<file path="src/rtl/uio_handshake_tx.sv">
// ============================================================================
// Module   : uio_handshake_tx
// Brief    : FIFO-buffered byte transmitter onto bidirectional pads using a
//            four-phase tx_req/rx_ack handshake. Optional macro
//            UIO_TX_TIMEOUT_EN adds a REQ/REL watchdog with a sticky err flag.
// Revision : 1.0 - initial release
// ============================================================================
`default_nettype none

module uio_handshake_tx #(
  parameter int DEPTH        = 4,
  parameter int SETUP_CYCLES = 2
) (
  input  logic       clk,
  input  logic       rst,
  input  logic [7:0] in_data,
  input  logic       in_valid,
  output logic       in_ready,
  output logic [7:0] uio_out,
  output logic [7:0] uio_oe,
  output logic       tx_req,
  input  logic       rx_ack,
  output logic       busy,
  output logic       err
);

  localparam int         AW         = (DEPTH > 1) ? $clog2(DEPTH) : 1;
  localparam logic [AW:0] FULL_COUNT = (AW + 1)'(DEPTH);
  localparam logic [3:0] SETUP_LAST = 4'(SETUP_CYCLES - 1);

  typedef enum logic [1:0] {
    IDLE  = 2'd0,
    SETUP = 2'd1,
    REQ   = 2'd2,
    REL   = 2'd3
  } state_t;

  state_t        state_q, state_d;
  logic [7:0]    data_q, data_d;
  logic [3:0]    setup_cnt_q, setup_cnt_d;
  logic [AW-1:0] wr_ptr_q, wr_ptr_d;
  logic [AW-1:0] rd_ptr_q, rd_ptr_d;
  logic [AW:0]   count_q, count_d;
  logic          ack_s1_q, ack_s1_d;
  logic          ack_s2_q, ack_s2_d;
  logic [7:0]    mem_q [DEPTH];

  logic pop;
  logic wr_en;
  logic empty;
  logic full;
  logic timeout;

  assign empty = (count_q == '0);
  assign full  = (count_q == FULL_COUNT);
  // A pop frees a slot on the same edge, so a write is taken even when full.
  assign wr_en = in_valid && (!full || pop);

`ifdef UIO_TX_TIMEOUT_EN
  logic [7:0] tmo_cnt_q, tmo_cnt_d;
  logic       err_q, err_d;

  always_comb begin
    tmo_cnt_d = 8'd0;
    timeout   = 1'b0;
    if (state_q == REQ || state_q == REL) begin
      tmo_cnt_d = tmo_cnt_q + 8'd1;
      timeout   = (tmo_cnt_q == 8'd254);
    end
    err_d = err_q | timeout;
  end

  always_ff @(posedge clk) begin
    if (rst) begin
      tmo_cnt_q <= 8'd0;
      err_q     <= 1'b0;
    end else begin
      tmo_cnt_q <= tmo_cnt_d;
      err_q     <= err_d;
    end
  end

  assign err = err_q;
`else
  assign timeout = 1'b0;
  assign err     = 1'b0;
`endif

  always_comb begin
    state_d     = state_q;
    data_d      = data_q;
    setup_cnt_d = setup_cnt_q;
    pop         = 1'b0;
    case (state_q)
      IDLE: begin
        if (!empty) begin
          pop         = 1'b1;
          data_d      = mem_q[rd_ptr_q];
          setup_cnt_d = 4'd0;
          state_d     = SETUP;
        end
      end
      SETUP: begin
        if (setup_cnt_q == SETUP_LAST) begin
          state_d = REQ;
        end else begin
          setup_cnt_d = setup_cnt_q + 4'd1;
        end
      end
      REQ: begin
        if (ack_s2_q) begin
          state_d = REL;
        end
      end
      REL: begin
        if (!ack_s2_q) begin
          if (!empty) begin
            pop         = 1'b1;
            data_d      = mem_q[rd_ptr_q];
            setup_cnt_d = 4'd0;
            state_d     = SETUP;
          end else begin
            data_d  = 8'h00;
            state_d = IDLE;
          end
        end
      end
      default: begin
        state_d = IDLE;
      end
    endcase
    if (timeout) begin
      pop     = 1'b0;
      data_d  = 8'h00;
      state_d = IDLE;
    end
  end

  always_comb begin
    ack_s1_d = rx_ack;
    ack_s2_d = ack_s1_q;
    wr_ptr_d = wr_ptr_q + AW'(wr_en);
    rd_ptr_d = rd_ptr_q + AW'(pop);
    count_d  = count_q + (AW + 1)'(wr_en) - (AW + 1)'(pop);
  end

  always_ff @(posedge clk) begin
    if (rst) begin
      state_q     <= IDLE;
      data_q      <= 8'h00;
      setup_cnt_q <= 4'd0;
      wr_ptr_q    <= '0;
      rd_ptr_q    <= '0;
      count_q     <= '0;
      ack_s1_q    <= 1'b0;
      ack_s2_q    <= 1'b0;
    end else begin
      state_q     <= state_d;
      data_q      <= data_d;
      setup_cnt_q <= setup_cnt_d;
      wr_ptr_q    <= wr_ptr_d;
      rd_ptr_q    <= rd_ptr_d;
      count_q     <= count_d;
      ack_s1_q    <= ack_s1_d;
      ack_s2_q    <= ack_s2_d;
    end
  end

  // Storage needs no reset; the pointers and count define validity.
  always_ff @(posedge clk) begin
    if (wr_en) begin
      mem_q[wr_ptr_q] <= in_data;
    end
  end

  assign in_ready = !full;
  assign uio_oe   = (state_q == IDLE) ? 8'h00 : 8'hFF;
  assign uio_out  = (state_q == IDLE) ? 8'h00 : data_q;
  assign tx_req   = (state_q == REQ);
  assign busy     = !empty || (state_q != IDLE);

endmodule

`default_nettype wire

</file>
<file path="config.mk">
export PLATFORM = sky130hd
export DESIGN_NAME = uio_handshake_tx
export DESIGN_NICKNAME = d
export VERILOG_FILES = /design/src/rtl/uio_handshake_tx.sv
export SDC_FILE = /design/constraint.sdc
export NUM_CORES = 1
export LEC_CHECK = 0
export CAP_MARGIN = 20
export CORE_MARGIN = 5
export CORE_UTILIZATION = 30
export CTS_CLUSTER_DIAMETER = 60
export CTS_CLUSTER_SIZE = 28
export DETAILED_ROUTE_END_ITERATION = 6
export DONT_BUFFER_PORTS = 1
export MAX_ROUTING_LAYER = met4
export PLACE_DENSITY = 0.49
export SYNTH_ARGS = -nofsm -noshare
export SYNTH_HDL_FRONTEND = slang
export SYNTH_SLANG_ARGS = --single-unit
export TNS_END_PERCENT = 50
</file>
<file path="constraint.sdc">
create_clock -name clk -period 5.4 [get_ports clk]
set_input_delay 0.27 -clock clk [delete_from_list [all_inputs] [get_ports clk]]
set_output_delay 0.27 -clock clk [all_outputs]
set_load 0.1 [all_outputs]
</file>
==> results.yml, run 1 <==
status:
  status: "finished clean"
synth:
  synth_area_sq_mm: 0.00240
  syn-num-nets: 202
  ys_top_cells_by_area: "edfxtp_1 40%, dfxtp_1 19%, mux4_2 7.5%, ha_1 5.2%, nor2b_1 3.4%"
  synth_cell_types: 39
  ys.flop_type: "edfxtp_1"
  synth-edff-count: 32
  ys_ff_latch: 55
  synth_async_sr_flop_share_pct: 0
  avgSynthCellArea_sq_um: 13.4
  synth_top_area_share_pct: 40.0
  synth_top_cell_by_area: "edfxtp_1"
  synth_cells: 179
  synth-seq-area-share_pct: 59.1
  yosys_warnings: 0
floorplanning:
  die_y_um: 99.5
  fp-row-count: 32
  die_w_um: 99.5
  initial_utilization_pct: 31.0
  io_pins: 32
  core_sq_mm: 0.00777
  dieArea_sq_mm: 0.00991
layout:
  area_delta_synth_final_pct: 8.84
  nFillCells: 792
  final_cell_mix: "32 x edfxtp_1, 23 x dfxtp_1, 15 x nor2_1"
  num-nets-final: 201
  final_common_cell: "edfxtp_1"
  drive_above_1_share_pct: 20.1
  antennaDiodeCount: 0
timing:
  whs_ns: 0.0135
  finalHoldViolations: 0
  clock_skew_ns: 0.0147
  rsz0062_at_grt: "no"
  fmax_mhz: 288
  report.final.slew_viol_count: 0
  slew_headroom_pct: 25.1
  period_needed_ns: 3.47
  finalSetupTns_ns: 0
  worst_pin_slew_ns: 1.12
  post-route-period-util_pct: 64.2
  setup_viol: 0
global_routing:
  grt-ovfl-total: 0
  antenna_found_initial: 0
  grt_max_degree: 25
  grt_pass1_vias: 1317
  grt_usage_pct: 9.71
  grt_pass1_wl_mm: 7.07
setup_path:
  cpPeakStageDelay_ns: 0.71
  cp-startpoint: "state_q[0]"
  critical_path_class: "flop to flop"
  startpoint_type: "flop"
  timing.rr.start: "state_q[0]"
  cp.buffers_inverters: 4
  endpoint: "count_q[2]"
  reg2reg_setup_slack_ns: 1.93
  cp.depth: 13
  critPathRequiredTime_ns: 5.60
  reg2reg_depth: 13
  arrival_ns: 3.67
  end_kind: "flop"
  cp_max_fo: 13
  crit_slowest_cell: "ha_1"
  regToRegEndpoint: "count_q[2]"
  cp_top_family: "adder cells"
  cp_cell_sequence: "inv_1, ha_1, inv_8, a21o_1, a31o_2, ha_1, inv_1, ha_1, inv_1, fa_1, xor2_1, xnor2_1, nor2_1"
drt:
  detail_route.first_pass.iterations: 4
  post_drt_wl_per_cell_um: 15.6
  drt_iter0_drc: 26
  wl_mm: 4.39
  postRouteAntennaNets: 0
  post_drt_via_cell_ratio: 4.70
  vias: 1320
  drc: 0
clock_network:
  cts_max_level: 2
  clock-sinks: 55
  cts_buffers: 5
  cts_tree: "built"
  post_cts_resize_count: 0
  cts_max_path_buffers: 2
  clk_pin_slew_ns: 0.11
  postCtsSetupBuffers: 0
  cts-root-buf: "clkbuf_8"
  insertion_delay_ns: 0.32
placement:
  place_congestion: 0.675
  dp_hpwl_mm: 3.08
  placement.io_buffers: 0
worst_hold_path:
  min_path_type: "input port to flop"
  hold_start: "rst"
flow_run:
  drv_cap: 0
-- Yosys cell counts, drive strengths merged (4+ instances only) --
cell and instances:
nor2b 13, nand2 6, inv 9, a22oi 8, dfxtp 23, clkbuf 5
o211ai 4, or3 5, mux4 8, ha 10, edfxtp 32, buf 8
nor2 15
-- logic make-up (layout without fill, tap and decap cells) --
| family | count (synthesis) | in the layout | share of synthesized area [%] |
|---|---|---|---|
| DFF | 55 | 55 | 59.1 |
| buffers and inverters | 22 | 22 | 4.73 |
| other | 1 | 1 | 0.156 |
| AOI/OAI and AO/OA | 25 | 25 | 8.43 |
| muxes | 10 | 10 | 8.32 |
| and+or+nand+nor | 51 | 51 | 11.8 |
| xor gates and xnor gates | 4 | 4 | 1.46 |
| adders and majority gates | 11 | 11 | 6.04 |
-- final cells by class --
class / count / area (sq um) / share of cell area (%)
timing repair buffer: 5 / 40.0 / 1.53
multi-input combinational: 102 / 890 / 34.0
clock inverter: 3 / 28.8 / 1.10
inverter: 9 / 41.3 / 1.58
sequential: 55 / 1420 / 54.3
tap: 102 / 128 / 4.88
clock buffer: 5 / 68.8 / 2.63
-- repair_timing --
item | in CTS | in global routing
endpoints found under the hold margin | 0 | 11
hold buffers | 0 | 1
setup endpoints to repair | 0 | 0
-- worst register-to-register path: cells and delay by family (launching register included) --
kind | cells | cell delay [ns]
adders and majority gates | 4 | 1.47
and+or+nand+nor | 1 | 0.05
AOI/OAI and AO/OA | 2 | 0.56
DFF | 1 | 0.34
buffers and inverters | 4 | 0.65
xor gates and xnor gates | 2 | 0.30
-- per-layer routing --
metal,GRT usage (%),share of wire (%),vias to the layer above
met4,2.84,0.89,0
met1,12.0,44,641
met2,14.8,48,29
met5,-,0,-
met3,3.86,6.6,6
li1,-,-,644
-- worst min path at each step --
stage	endpoint	slack [ns]	cells after the start
after global placement	count_q[1]	0.34	1
after global routing	setup_cnt_q[0]	0.003	1
after floorplan	ack_s2_q	0.34	1
after detailed placement	setup_cnt_q[2]	0.35	1
final	setup_cnt_q[1]	0.01	1
after CTS	data_q[0]	0.0009	1
-- through the flow --
step / utilization [%] / cells / worst slack (ns) / cell area [sq um]
after CTS: 33.6 / 280 / 1.91 / 2610
final: 33.7 / 281 / 1.93 / 2620
after detailed placement: 32.3 / 272 / 1.92 / 2510
after global placement: 32.3 / 272 / 1.96 / 2510
after global routing: 33.7 / 281 / 1.67 / 2620
after floorplan: - / 179 / 2.34 / 2400
-- state kept, by name (all words and copies together) (netlist names) --
signal / flops
mem_q: 32
data_q: 8
setup_cnt_q: 4
count_q: 3
rd_ptr_q: 2
state_q: 2
wr_ptr_q: 2
ack_s1_q: 1
ack_s2_q: 1
Power of run 1 is left out: the tool's default activity adds up to more than one toggle a clock period on the data nets, which glitch-free logic cannot reach.
==> run 2: changes to the inputs <==
ABC_AREA = 1   (was unset)
PLACE_DENSITY = 0.5   (was 0.49)
clock period = 3.05 ns   (was 5.4 ns; I/O delays follow)
==> run 2 against run 1 <==
  * Synthesized cell count up 55%
  * Critical path depth down 1
  * Via count up 30%
  * Wire length up 5.7%
  * Design area up 13%
  * Clock skew down 0.00061 ns
  * Die area up 4.5%
  * Critical path type unchanged
  * Critical endpoint unchanged
==> results.yml, run 2 <==
synth:
  ys_ff_latch: 55
  synth_top_cell_by_area: "edfxtp_1"
  synth_top_area_share_pct: 38.1
  synth_most_common_cell: "nor2_1"
  synth_async_sr_flop_share_pct: 0
  yosys_warnings: 0
  avgSynthCellArea_sq_um: 9.12
  ys_top_cells_by_area: "edfxtp_1 38%, dfxtp_1 18%, nor2_1 7.9%, nand2_1 7.4%, ha_1 5.0%"
  synth-seq-area-share_pct: 56.3
  syn-num-nets: 300
  synth_cells: 277
  ys.flop_type: "edfxtp_1"
  synth_common_cells: "53 x nor2_1, 50 x nand2_1, 32 x edfxtp_1, 32 x inv_1, 23 x dfxtp_1"
  synth-edff-count: 32
  synth_cell_types: 28
  synth_area_sq_mm: 0.00252
worst_hold_path:
  hold_start: "in_valid"
  min_path_cells: 6
  holdPathEnd: "wr_ptr_q[0]"
  min_path_type: "input port to flop"
timing:
  period_needed_ns: 2.60
  finalHoldViolations: 0
  finalSetupTns_ns: 0
  clock_skew_ns: 0.0141
  post-route-period-util_pct: 85.1
  report.final.slew_viol_count: 0
  slew_headroom_pct: 42.1
  setup_viol: 0
  worst_pin_slew_ns: 0.866
  fmax_mhz: 385
  rsz0062_at_grt: "no"
clock_network:
  insertion_delay_ns: 0.30
  clock-sinks: 55
  postCtsSetupBuffers: 0
  cts_tree: "built"
  cts_max_path_buffers: 2
  cts-root-buf: "clkbuf_8"
  cts_max_level: 2
  clk_pin_slew_ns: 0.10
  cts_buffers: 5
floorplanning:
  die_y_um: 102
  initial_utilization_pct: 30.7
  die_w_um: 102
  fp-row-count: 33
  io_pins: 32
  dieArea_sq_mm: 0.0104
  core_sq_mm: 0.00822
drt:
  postRouteAntennaNets: 0
  drc: 0
  post_drt_via_cell_ratio: 4.24
  detail_route.first_pass.iterations: 4
  wl_mm: 4.65
  vias: 1718
  post_drt_wl_per_cell_um: 11.5
  drt_iter0_drc: 60
global_routing:
  grt_max_degree: 24
  grt_usage_pct: 9.89
  grt_pass1_wl_mm: 7.70
  grt-ovfl-total: 0
  antenna_found_initial: 0
  grt_pass1_vias: 1675
setup_path:
  startpoint_type: "flop"
  reg2reg_depth: 12
  cp_max_fo: 6
  end_kind: "flop"
  arrival_ns: 2.83
  timing.rr.start: "state_q[0]"
  cp-startpoint: "state_q[0]"
  critPathRequiredTime_ns: 3.28
  regToRegEndpoint: "count_q[2]"
  critical_path_class: "flop to flop"
  reg2reg_setup_slack_ns: 0.45
flow_run:
  drv_cap: 0
layout:
  fin_cells: 405
  reg.largest.list: "mem_q: 32 flops, data_q: 8 flops, setup_cnt_q: 4 flops"
  final_common_cell: "nand2_1"
  largest_register_ffs: 32
  antennaDiodeCount: 0
  num-nets-final: 322
  final_cell_mix: "50 x nand2_1, 45 x nor2_1, 32 x edfxtp_1"
  regMostFlops: "mem_q"
  final_area_sq_mm: 0.00295
  area_delta_synth_final_pct: 16.8
  drive_above_1_share_pct: 15.0
placement:
  dp_hpwl_mm: 3.33
  placement.io_buffers: 0
  dp.cells: 387
  place_congestion: 0.738
  post_dp_cell_area_sq_mm: 0.00276
status:
  status: "finished clean"
run 2: layout make-up:
cell class	count	area, sq um
Sequential cell	55	1420
Timing Repair Buffer	30	290
Tap cell	105	131
Inverter	33	128
Clock inverter	2	16.3
Clock buffer	6	72.6
Fill cell	835	5270
Multi-Input combinational cell	174	890
run 2: critical path, cell delays in order, from the launching register on:
cell and delay (ns):
dfxtp_1 0.43, inv_1 0.10, ha_1 0.31, a21oi_1 0.18, o21ai_1 0.08, buf_4 0.15, ha_1 0.26, inv_1 0.05
ha_1 0.13, inv_1 0.05, fa_1 0.37, or2_2 0.30, a21oi_1 0.11
run 2: kinds of logic (layout without fill, tap and decap cells):
| kind of cell | Yosys count | in the layout | synth area share (%) |
|---|---|---|---|
| compound gates | 38 | 38 | 8.08 |
| xor+xnor | 3 | 3 | 1.04 |
| fa+ha+maj | 11 | 11 | 5.75 |
| buf+inv | 48 | 71 | 9.27 |
| flops | 55 | 55 | 56.3 |
| other cells | 1 | 1 | 0.149 |
| simple gates | 121 | 121 | 19.4 |
run 2: how the worst max path moves through the flow:
stage                 endpoint  slack (ns)
CTS                 count_q[2]        0.43
global placement    count_q[2]        0.55
floorplan           count_q[2]        0.05
finish              count_q[2]        0.45
global route        count_q[2]        0.21
detailed placement  count_q[2]        0.47
run 2: stage by stage:
stage | util (%) | setup WS [ns] | hold WS, ns
after global routing | 35.9 | 0.209 | 0.411
after global placement | 33.6 | 0.552 | 0.219
final | 35.9 | 0.454 | 0.328
after CTS | 35.9 | 0.425 | 0.327
after floorplan | - | 0.0525 | 0.222
after detailed placement | 33.6 | 0.474 | 0.221
run 2: metal layers:
metal / wire length [um] / track usage [%]
met1: 2090 / 11.1
met2: 2260 / 17.1
met3: 236 / 1.93
met4: 59 / 4.09
met5: 0 / -
run 2: what timing repair did:
item | in CTS | in global routing
hold buffers | 10 | 0
gates resized for setup | 0 | 0
setup endpoints to repair | 0 | 0
hold endpoints to repair | 55 | 0
Power of run 2 is left out for the same reason.
